===== config.mk =====
export PLATFORM = sky130hd
export DESIGN_NAME = axist_param_patgen_flat
export DESIGN_NICKNAME = d
export VERILOG_FILES = /design/src/rtl/axist_param_patgen_if.sv /design/src/rtl/axist_param_patgen.sv /design/src/flat_wrapper.sv
export SDC_FILE = /design/constraint.sdc
export NUM_CORES = 1
export LEC_CHECK = 0
export ABC_AREA = 0
export ABC_CLOCK_PERIOD_IN_PS = 14000
export CORE_MARGIN = 3
export CORE_UTILIZATION = 50
export CTS_BUF_LIST = sky130_fd_sc_hd__clkbuf_8
export DETAILED_ROUTE_END_ITERATION = 10
export GPL_TIMING_DRIVEN = 0
export MAX_ROUTING_LAYER = met4
export PLACE_DENSITY_LB_ADDON = 0.3
export SLEW_MARGIN = 10
export SYNTH_ARGS = -nofsm -noshare
export SYNTH_HDL_FRONTEND = slang
export SYNTH_MEMORY_MAX_BITS = 65536
export SYNTH_SLANG_ARGS = --single-unit

===== constraint.sdc =====
create_clock -name wr_clk -period 14 [get_ports wr_clk]
set_input_delay 2.1 -clock wr_clk [delete_from_list [all_inputs] [get_ports wr_clk]]
set_output_delay 2.1 -clock wr_clk [all_outputs]
set_load 0.05 [all_outputs]

===== src/rtl/axist_param_patgen_if.sv =====
// rtl/axist_param_patgen_if.sv - output stream bundle of the parameterised pattern generator
interface axist_param_patgen_if #(
    parameter int DATA_WIDTH = 256
);
    logic [DATA_WIDTH-1:0]   axist_tdata;
    logic                    axist_tvalid;
    logic                    axist_tlast;
    logic [DATA_WIDTH/8-1:0] axist_tkeep;
    logic                    axist_rdy;

    modport master (
        output axist_tdata, axist_tvalid, axist_tlast, axist_tkeep,
        input  axist_rdy
    );

    modport slave (
        input  axist_tdata, axist_tvalid, axist_tlast, axist_tkeep,
        output axist_rdy
    );
endinterface


===== src/rtl/axist_param_patgen.sv =====
// rtl/axist_param_patgen.sv - stream pattern generator (fixed/PRBS32/incr/walking-one) with show-ahead output buffer
module axist_param_patgen #(
    parameter int          DATA_WIDTH = 256,
    parameter int          FIFO_DEPTH = 16,
    parameter int          CNT_WIDTH  = 16,
    parameter logic [31:0] PRBS_SEED  = 32'hFFAA_5555,
    parameter logic [31:0] INCR_SEED  = 32'h0000_0000
) (
    input  logic                  wr_clk,
    input  logic                  rst_n,
    input  logic                  patgen_en,
    input  logic [1:0]            patgen_sel,
    input  logic                  cntuspatt_en,
    input  logic [CNT_WIDTH-1:0]  patgen_cnt,
    input  logic [7:0]            pkt_len,
    input  logic                  chkr_fifo_full,
    axist_param_patgen_if.master  axist,
    output logic [DATA_WIDTH-1:0] patgen_exp_dout,
    output logic                  patgen_exp_valid,
    output logic                  patgen_busy,
    output logic                  patgen_done,
    output logic [31:0]           beat_cnt
);
    localparam int          NUM_LANES  = DATA_WIDTH / 32;
    localparam int          AW         = $clog2(FIFO_DEPTH);
    localparam logic [31:0] LFSR_SEED  = (PRBS_SEED == 32'h0) ? 32'h1 : PRBS_SEED;
    localparam logic [31:0] FIXED_WORD = 32'h1111_2222;
    // x^32 + x^22 + x^2 + x + 1 taps bits 31, 21, 1 and 0 of the left-shifting register
    localparam logic [31:0] PRBS_TAPS  = 32'h8020_0003;

    typedef enum logic [1:0] {S_IDLE, S_RUN, S_DRAIN} state_t;

    state_t                state;
    logic                  en_q;
    logic [1:0]            sel_r;
    logic                  cont_r;
    logic [CNT_WIDTH-1:0]  remaining;
    logic [7:0]            pkt_len_r;
    logic [7:0]            pkt_cnt;
    logic [31:0]           gen_word;
    logic [31:0]           next_word;

    logic [DATA_WIDTH:0]   mem [FIFO_DEPTH];
    logic [AW:0]           wr_ptr;
    logic [AW:0]           rd_ptr;
    logic                  fifo_empty;
    logic                  fifo_full;
    logic                  push;
    logic                  pop;
    logic                  push_last;
    logic                  last_of_run;
    logic [DATA_WIDTH-1:0] push_data;
    logic [DATA_WIDTH:0]   head;

    function automatic logic [31:0] seed_of(input logic [1:0] sel);
        case (sel)
            2'b00:   return FIXED_WORD;
            2'b01:   return LFSR_SEED;
            2'b10:   return INCR_SEED;
            default: return 32'h0000_0001;
        endcase
    endfunction

    assign fifo_empty  = (wr_ptr == rd_ptr);
    assign fifo_full   = (wr_ptr[AW] != rd_ptr[AW]) && (wr_ptr[AW-1:0] == rd_ptr[AW-1:0]);
    assign last_of_run = !cont_r && (remaining == CNT_WIDTH'(1));
    assign push        = (state == S_RUN) && patgen_en && !fifo_full && !chkr_fifo_full
                         && (cont_r || (remaining != '0));
    assign pop         = !fifo_empty && axist.axist_rdy;
    assign push_last   = (pkt_cnt == (pkt_len_r - 8'd1)) || last_of_run;

    // Next generator word for the latched pattern; only taken on a push
    always_comb begin
        next_word = gen_word;
        case (sel_r)
            2'b00:   next_word = gen_word;
            2'b01:   next_word = {gen_word[30:0], ^(gen_word & PRBS_TAPS)};
            2'b10:   next_word = gen_word + 32'd1;
            default: next_word = {gen_word[30:0], gen_word[31]};
        endcase
    end

    // Spread the generator word over all lanes with a per-lane XOR signature
    always_comb begin
        push_data = '0;
        for (int i = 0; i < NUM_LANES; i++) begin
            push_data[i*32 +: 32] = gen_word ^ (32'(i) * 32'h0101_0101);
        end
    end

    assign head                = mem[rd_ptr[AW-1:0]];
    assign axist.axist_tvalid  = !fifo_empty;
    assign axist.axist_tdata   = fifo_empty ? '0 : head[DATA_WIDTH-1:0];
    assign axist.axist_tlast   = fifo_empty ? 1'b0 : head[DATA_WIDTH];
    assign axist.axist_tkeep   = '1;
    assign patgen_exp_valid    = push;
    assign patgen_exp_dout     = push ? push_data : '0;
    assign patgen_busy         = (state != S_IDLE);

    // Buffer storage; contents are don't-care while the pointers say empty
    always_ff @(posedge wr_clk) begin
        if (push) begin
            mem[wr_ptr[AW-1:0]] <= {push_last, push_data};
        end
    end

    // Buffer pointers; a reset empties the buffer and discards queued beats
    always_ff @(posedge wr_clk or negedge rst_n) begin
        if (!rst_n) begin
            wr_ptr <= '0;
            rd_ptr <= '0;
        end else begin
            if (push) wr_ptr <= wr_ptr + 1'b1;
            if (pop)  rd_ptr <= rd_ptr + 1'b1;
        end
    end

    // Run control: start edge detect, generator, counters and done pulse
    always_ff @(posedge wr_clk or negedge rst_n) begin
        if (!rst_n) begin
            state       <= S_IDLE;
            en_q        <= 1'b0;
            sel_r       <= 2'b00;
            cont_r      <= 1'b0;
            remaining   <= '0;
            pkt_len_r   <= 8'd1;
            pkt_cnt     <= 8'd0;
            gen_word    <= LFSR_SEED;
            patgen_done <= 1'b0;
            beat_cnt    <= 32'd0;
        end else begin
            en_q        <= patgen_en;
            patgen_done <= 1'b0;
            if (pop && (beat_cnt != 32'hFFFF_FFFF)) begin
                beat_cnt <= beat_cnt + 32'd1;
            end
            case (state)
                S_IDLE: begin
                    if (patgen_en && !en_q) begin
                        sel_r     <= patgen_sel;
                        cont_r    <= cntuspatt_en;
                        remaining <= patgen_cnt;
                        pkt_len_r <= (pkt_len == 8'd0) ? 8'd1 : pkt_len;
                        pkt_cnt   <= 8'd0;
                        gen_word  <= seed_of(patgen_sel);
                        beat_cnt  <= 32'd0;
                        state     <= S_RUN;
                    end
                end
                S_RUN: begin
                    if (push) begin
                        gen_word <= next_word;
                        pkt_cnt  <= push_last ? 8'd0 : pkt_cnt + 8'd1;
                        if (!cont_r) remaining <= remaining - CNT_WIDTH'(1);
                    end
                    if (!patgen_en || (!cont_r && ((remaining == '0) || (push && last_of_run)))) begin
                        state <= S_DRAIN;
                    end
                end
                default: begin
                    if (fifo_empty) begin
                        patgen_done <= 1'b1;
                        state       <= S_IDLE;
                    end
                end
            endcase
        end
    end
endmodule


===== src/flat_wrapper.sv =====
// flat-port wrapper written by rule: the top's interface ports become plain ports
module axist_param_patgen_flat 
#(
    parameter int          DATA_WIDTH = 256,
    parameter int          FIFO_DEPTH = 16,
    parameter int          CNT_WIDTH  = 16,
    parameter logic [31:0] PRBS_SEED  = 32'hFFAA_5555,
    parameter logic [31:0] INCR_SEED  = 32'h0000_0000
)
  (wr_clk, rst_n, patgen_en, patgen_sel, cntuspatt_en, patgen_cnt, pkt_len, chkr_fifo_full, patgen_exp_dout, patgen_exp_valid, patgen_busy, patgen_done, beat_cnt, axist_axist_tdata, axist_axist_tvalid, axist_axist_tlast, axist_axist_tkeep, axist_axist_rdy);
  axist_param_patgen_if #(.DATA_WIDTH(DATA_WIDTH)) axist_i ();
  input  logic wr_clk;
  input  logic rst_n;
  input  logic patgen_en;
  input  logic [1:0] patgen_sel;
  input  logic cntuspatt_en;
  input  logic [CNT_WIDTH-1:0] patgen_cnt;
  input  logic [7:0] pkt_len;
  input  logic chkr_fifo_full;
  output logic [DATA_WIDTH-1:0] patgen_exp_dout;
  output logic patgen_exp_valid;
  output logic patgen_busy;
  output logic patgen_done;
  output logic [31:0] beat_cnt;
  output wire logic [$bits(axist_i.axist_tdata)-1:0] axist_axist_tdata;
  output wire logic [$bits(axist_i.axist_tvalid)-1:0] axist_axist_tvalid;
  output wire logic [$bits(axist_i.axist_tlast)-1:0] axist_axist_tlast;
  output wire logic [$bits(axist_i.axist_tkeep)-1:0] axist_axist_tkeep;
  input wire logic [$bits(axist_i.axist_rdy)-1:0] axist_axist_rdy;
  assign axist_axist_tdata = axist_i.axist_tdata;
  assign axist_axist_tvalid = axist_i.axist_tvalid;
  assign axist_axist_tlast = axist_i.axist_tlast;
  assign axist_axist_tkeep = axist_i.axist_tkeep;
  assign axist_i.axist_rdy = axist_axist_rdy;
  axist_param_patgen #(.DATA_WIDTH(DATA_WIDTH), .FIFO_DEPTH(FIFO_DEPTH), .CNT_WIDTH(CNT_WIDTH), .PRBS_SEED(PRBS_SEED), .INCR_SEED(INCR_SEED)) u_core (.wr_clk(wr_clk), .rst_n(rst_n), .patgen_en(patgen_en), .patgen_sel(patgen_sel), .cntuspatt_en(cntuspatt_en), .patgen_cnt(patgen_cnt), .pkt_len(pkt_len), .chkr_fifo_full(chkr_fifo_full), .axist(axist_i), .patgen_exp_dout(patgen_exp_dout), .patgen_exp_valid(patgen_exp_valid), .patgen_busy(patgen_busy), .patgen_done(patgen_done), .beat_cnt(beat_cnt));
endmodule

-- Yosys cells after proc, flatten, opt, wreduce, memory -nomap -nowiden
Memory sizes are Yosys's and may differ from the RTL's.
Index checks and enable logic that the tools add are counted.
- register bits: 113
- ROM bits: 0
- RAM bits: 4112
- output and inout port bits: 581
- memories kept: 1
- bits in latches: 0
- input port bits: 32
- logic and storage cells: 108
- shift operators: 0
- $lt $le $gt $ge: 0
- reduce and logical (&&, ||, !) cells: 37
- mux-type cells: 28
- divide/modulo/power cells: 0
- $add $sub $neg: 7
- equal/unequal tests: 16
- bitwise logic cells: 7
- $mul: 0
- memories (memory ; depth ; bits a word ; rd ports ; clocked after memory_dff ; write ports ; RTL line ; text):
    u_core.mem ; 16 ; 257 ; 1 ; 0 ; 1 ; axist_param_patgen.sv:43 ; logic [DATA_WIDTH:0] mem [FIFO_DEPTH];
- operator list (kind ; number):
    256-bit two-way mux ; 2
    32-bit case mux with 3 select lines ; 2
    32-bit two-way mux ; 5
    32-bit by 1-bit adder with 32-bit output (second input constant) ; 2
    32-bit case mux with 2 select lines ; 1
    16-bit two-way mux ; 3
    8-bit two-way mux ; 4
    32-bit inequality test (second input constant) ; 1
    16-bit case mux with 2 select lines ; 1
    32-bit parity ; 1
    8-bit inverter ; 3
    16-bit by 1-bit == test with 1-bit output (second input constant) ; 1
    16-bit zero test ; 1
    8-bit case mux with 2 select lines ; 1
    16-bit nonzero test ; 1
    16-bit by 1-bit subtractor with 16-bit output (second input constant) ; 1
    12-bit inverter ; 1
    4-bit inverter ; 3
    1-bit logical AND ; 11
    5-bit by 1-bit adder with 5-bit output (second input constant) ; 2
    8-bit by 1-bit adder with 8-bit output (second input constant) ; 1
    8-bit == test ; 1
    8-bit zero test ; 1
    4-bit AND reduction ; 2
    19 further kinds ; 43

-- Depth between registers and ports, before layout
- depth in word-level cells: 12
- mapped depth: 10
- mapped depth without buffers: 9

-- Worst setup path before layout
Ideal clock, no wire load.
- path kind: input to register
- from: in chkr_fifo_full
- to: mem u_core.mem[0][106] (netlist name) (enable)
- cell stages on the path: 7
- data required time: 13.497 ns
- setup slack: 7.469 ns
- buffers on the path: 1
- arrival time: 6.028 ns
- library setup time: 0.503 ns
- path through: nor3b_1 -> o21ai_0 -> a21o_4 -> inv_4 -> buf_2 -> nand2_1 -> nor3_1
- longest elaborated chain between the ends: 5
- RTL lines (what ; RTL line ; text):
    from (decl) ; flat_wrapper.sv:19 ; input logic chkr_fifo_full;
    1-bit zero test ; axist_param_patgen.sv:67 ; assign push = (state == S_RUN) && patgen_en && !fifo_full && !chkr_fifo_full
    1-bit logical AND ; axist_param_patgen.sv:67 ;
    1-bit logical AND ; axist_param_patgen.sv:68 ; && (cont_r || (remaining != '0));
    1-bit two-way mux ; axist_param_patgen.sv:102 ; if (push) begin
    1-bit two-way mux (implied by the code) ; axist_param_patgen.sv:103 ; mem[wr_ptr[AW-1:0]] <= {push_last, push_data};
    to (decl) ; axist_param_patgen.sv:43 ;
Every way passes these cells.

-- Worst setup path in the final report
- from: in patgen_en
- to: out patgen_exp_dout[244]
- longest elaborated chain between the ends: 5
- RTL lines (what ; RTL line ; text):
    from (decl) ; flat_wrapper.sv:14 ; input logic patgen_en;
    1-bit logical AND (3 in series) ; axist_param_patgen.sv:67 ;
    1-bit logical AND ; axist_param_patgen.sv:68 ;
    256-bit two-way mux ; axist_param_patgen.sv:97 ; assign patgen_exp_dout = push ? push_data : '0;
    to (decl) ; flat_wrapper.sv:20 ; output logic [DATA_WIDTH-1:0] patgen_exp_dout;
Every way passes these cells.

==> impl_metrics.yaml <==
place:
  dp_slack_ns: 6.04
  numPortBuffers: 580
  gp_congestion: 0.884
  post-place-cells: 3954
  hpwl_um: 69400
critical_path:
  arrival_ns: 5.84
  end_kind: "primary output"
  crit_chain: "clkdlybuf4s50_1 -> nor3b_1 -> o21ai_0 -> a21o_4 -> inv_4 -> buf_2 -> clkbuf_1 -> and2_1 -> buf_4 -> clkdlybuf4s50_1"
  critPathLaunchType: "input port"
  cp_num_cells: 10
  crit_path_end: "patgen_exp_dout[244]"
  required_ns: 11.90
  critPathMaxFanout: 10
  max_stage_delay_ns: 0.81
  startpoint: "patgen_en"
  cp_common_cell: "clkdlybuf4s50_1"
  reg2reg_slack_ns: 9.94
  path_buf_inv: 6
  r2r_start: "u_core.state[1]"
  slowest_stage: "clkdlybuf4s50_1"
  rr_endpoint: "u_core.mem[1][208]"
  crit_family: "buffers and inverters"
  critPathKind: "in2out"
  rr_worst_depth: 12
timing:
  fin_ws_ns: 6.06
  fin_setup_tns_ns: 0
  hold_violations: 0
  fin_crit_ns: 7.94
  skew_ns: 0.0317
  tightest_slew_ns: 1.17
  timing.final.crit_share_pct: 56.7
  max_slew_margin_pct: 21.9
  grt_setup_unrepaired: "no"
  max_freq_mhz: 126
  setup_violations: 0
  finalMaxSlewViolations: 0
cells_and_area:
  multi_input_area_um2: 9450
  drive_gt1_share_pct: 30.9
  instances_no_fill: 4189
  n_fill_cell: 5131
  area_growth_pct: 28.0
  num-nets-final: 3178
  regArea_um2: 24500
job:
  cap_violations: 0
logic_synthesis:
  synth_top_area_cell: "edfxtp_1"
  synth_top_area_share_pct: 57.4
  ys_types: 68
  synth-seq-cells: 833
  synth-edff-count: 720
  synth_seq_area_share_pct: 65.0
  yosysWarnings: 0
  netlist_top_cells_area: "edfxtp_1 57%, mux4_2 13%, buf_4 9.1%"
  avgSynthCellArea_um2: 16.1
  postSynth.asyncResetShare_pct: 13.6
  netlist_area_um2: 37700
  synthCells: 2332
  synth_ff_type: "edfxtp_1"
cts:
  root_buffer: "clkbuf_8"
  clk_pin_slew_ns: 0.06
  postCtsSetupBuffers: 0
  clockBufferDepth: 3
  cts-buffers-inserted: 134
  cts_resized: 0
  cts_tree: "yes"
  clk_latency_ns: 0.79
  hold_buffers: 0
  htree_levels: 4
  cts.sinks: 833
route:
  drc: 0
  via_per_inst: 5.55
  dr.pass1.iters: 6
  wire_per_inst_um: 23.8
  drt_iter0_markers: 2278
  antenna_left: 0
  vias: 23234
  wl_um: 99900
worst_hold_path:
  min_path_type: "reg2reg"
grt:
  grt_first_pass_wirelength_um: 147000
  antenna_found_initial: 2
  grt_start_max_net_pins: 60
  track_usage_pct: 26.1
  grt_pass1_vias: 23574
  overflow: 0
die:
  start_util_pct: 51.0
  chipHeight_um: 280
  fp.coreArea_um2: 73800
  fp.dieW_um: 280
  io_pins: 613
  rows: 99
  dieArea_um2: 78600
status:
  status: "completed"
[layout by cell type (no fill, tap or decap), types with 67 or more instances in the layout]
master           count
edfxtp_1           720
clkdlybuf4s50_1    579
buf_4              475
mux4_2             225
clkbuf_8           136
nor2_1             107
dfrtp_1             92
inv_1               81
o21ai_0             73
nand2_1             72
and2_1              67
[per-stage QoR]
| step | utilization, % | hold WS (ns) | cell area [um2] |
|---|---|---|---|
| after floorplan | - | 0.461 | 37800 |
| after detailed placement | 62.0 | 0.518 | 45800 |
| after CTS | 65.3 | 0.532 | 48200 |
| after global routing | 65.3 | 0.553 | 48200 |
| after global placement | 60.7 | 0.491 | 44800 |
| final | 65.3 | 0.535 | 48200 |
[cells in the mapped netlist (5+ instances only)]
master and number:
a22o_1 9, buf_1 7, buf_4 456, xor2_1 30, inv_1 30, o31ai_1 9, buf_2 33, o2bb2ai_1 6
a21oi_1 40, clkbuf_1 55, ha_1 15, xnor2_1 35, nor4_1 10, nand2_1 72, dfrtp_1 92, a32o_1 5
o21ai_1 8, o21ai_0 73, or3_1 7, nand2b_1 8, a221oi_1 10, and2_1 67, mux4_2 225, nor3_1 20
edfxtp_1 720, mux2_2 8, a31oi_1 9, nor2_1 119, and3_1 12, nand3_1 35, nand4_1 17, dfstp_2 21
[sequential cells by signal (all words and copies together) (netlist names)]
register,cells
u_core.pkt_cnt,8
u_core.cont_r,1
u_core.pkt_len_r,8
u_core.state,2
u_core.en_q,1
u_core.beat_cnt,32
u_core.rd_ptr,5
u_core.sel_r,2
u_core.mem,720
u_core.wr_ptr,5
u_core.remaining,16
u_core.gen_word,32
u_core.patgen_done,1
[cells by family (layout without fill, tap and decap cells)]
group / count (synthesis) / count (layout) / share of synthesized area (%)
xor gates and xnor gates: 65 / 65 / 1.51
buffers and inverters: 584 / 1449 / 10.5
muxes: 234 / 234 / 13.7
AOI/OAI and AO/OA: 204 / 204 / 3.44
other: 1 / 34 / 0.00996
DFF: 833 / 833 / 65.0
and+or+nand+nor: 396 / 396 / 5.30
adders and majority gates: 15 / 15 / 0.498
[worst min path at each step]
stage | end | cells past startpoint | slack (ns) | startpoint
after floorplan | u_core.remaining[7] | 2 | 0.46 | u_core.remaining[7]
after global placement | u_core.remaining[7] | 2 | 0.49 | u_core.remaining[7]
after detailed placement | u_core.remaining[7] | 2 | 0.52 | u_core.remaining[7]
after CTS | u_core.remaining[7] | 2 | 0.53 | u_core.remaining[7]
after global routing | u_core.pkt_len_r[7] | 1 | 0.55 | u_core.pkt_len_r[7]
final | u_core.pkt_len_r[7] | 1 | 0.53 | u_core.pkt_len_r[7]
[worst register-to-register path, stage by stage, from the launching register on]
cell and delay [ns]:
dfrtp_1 0.42, nand2b_1 0.16, clkbuf_1 0.26, nor3b_1 0.30, o21ai_0 0.17, a21o_4 0.24
inv_4 0.14, buf_2 0.32, nand2_1 0.29, nor3_2 0.65, buf_4 0.29, buf_4 0.23
buf_4 0.25
[metal layers]
layer / global-route usage (%) / part of all wire, % / up-vias
met5: - / 0 / -
met4: 8.20 / 2.3 / 0
met3: 5.03 / 8.4 / 172
met2: 44.0 / 52 / 1260
met1: 32.0 / 37 / 11773
li1: - / - / 10029
[final cells by class]
cell class                 count  share of cell area [%]
antenna                        2                  0.0104
buffer                       553                    7.97
clock buffer                 136                    3.88
clock inverter                97                    1.11
inverter                      31                   0.247
multi-input combinational    946                    19.6
sequential                   833                    50.8
tap                          959                    2.49
timing repair buffer         632                    13.9
Power is left out: the tool's default activity adds up to more than one toggle a clock period on the data nets, which glitch-free logic cannot reach.
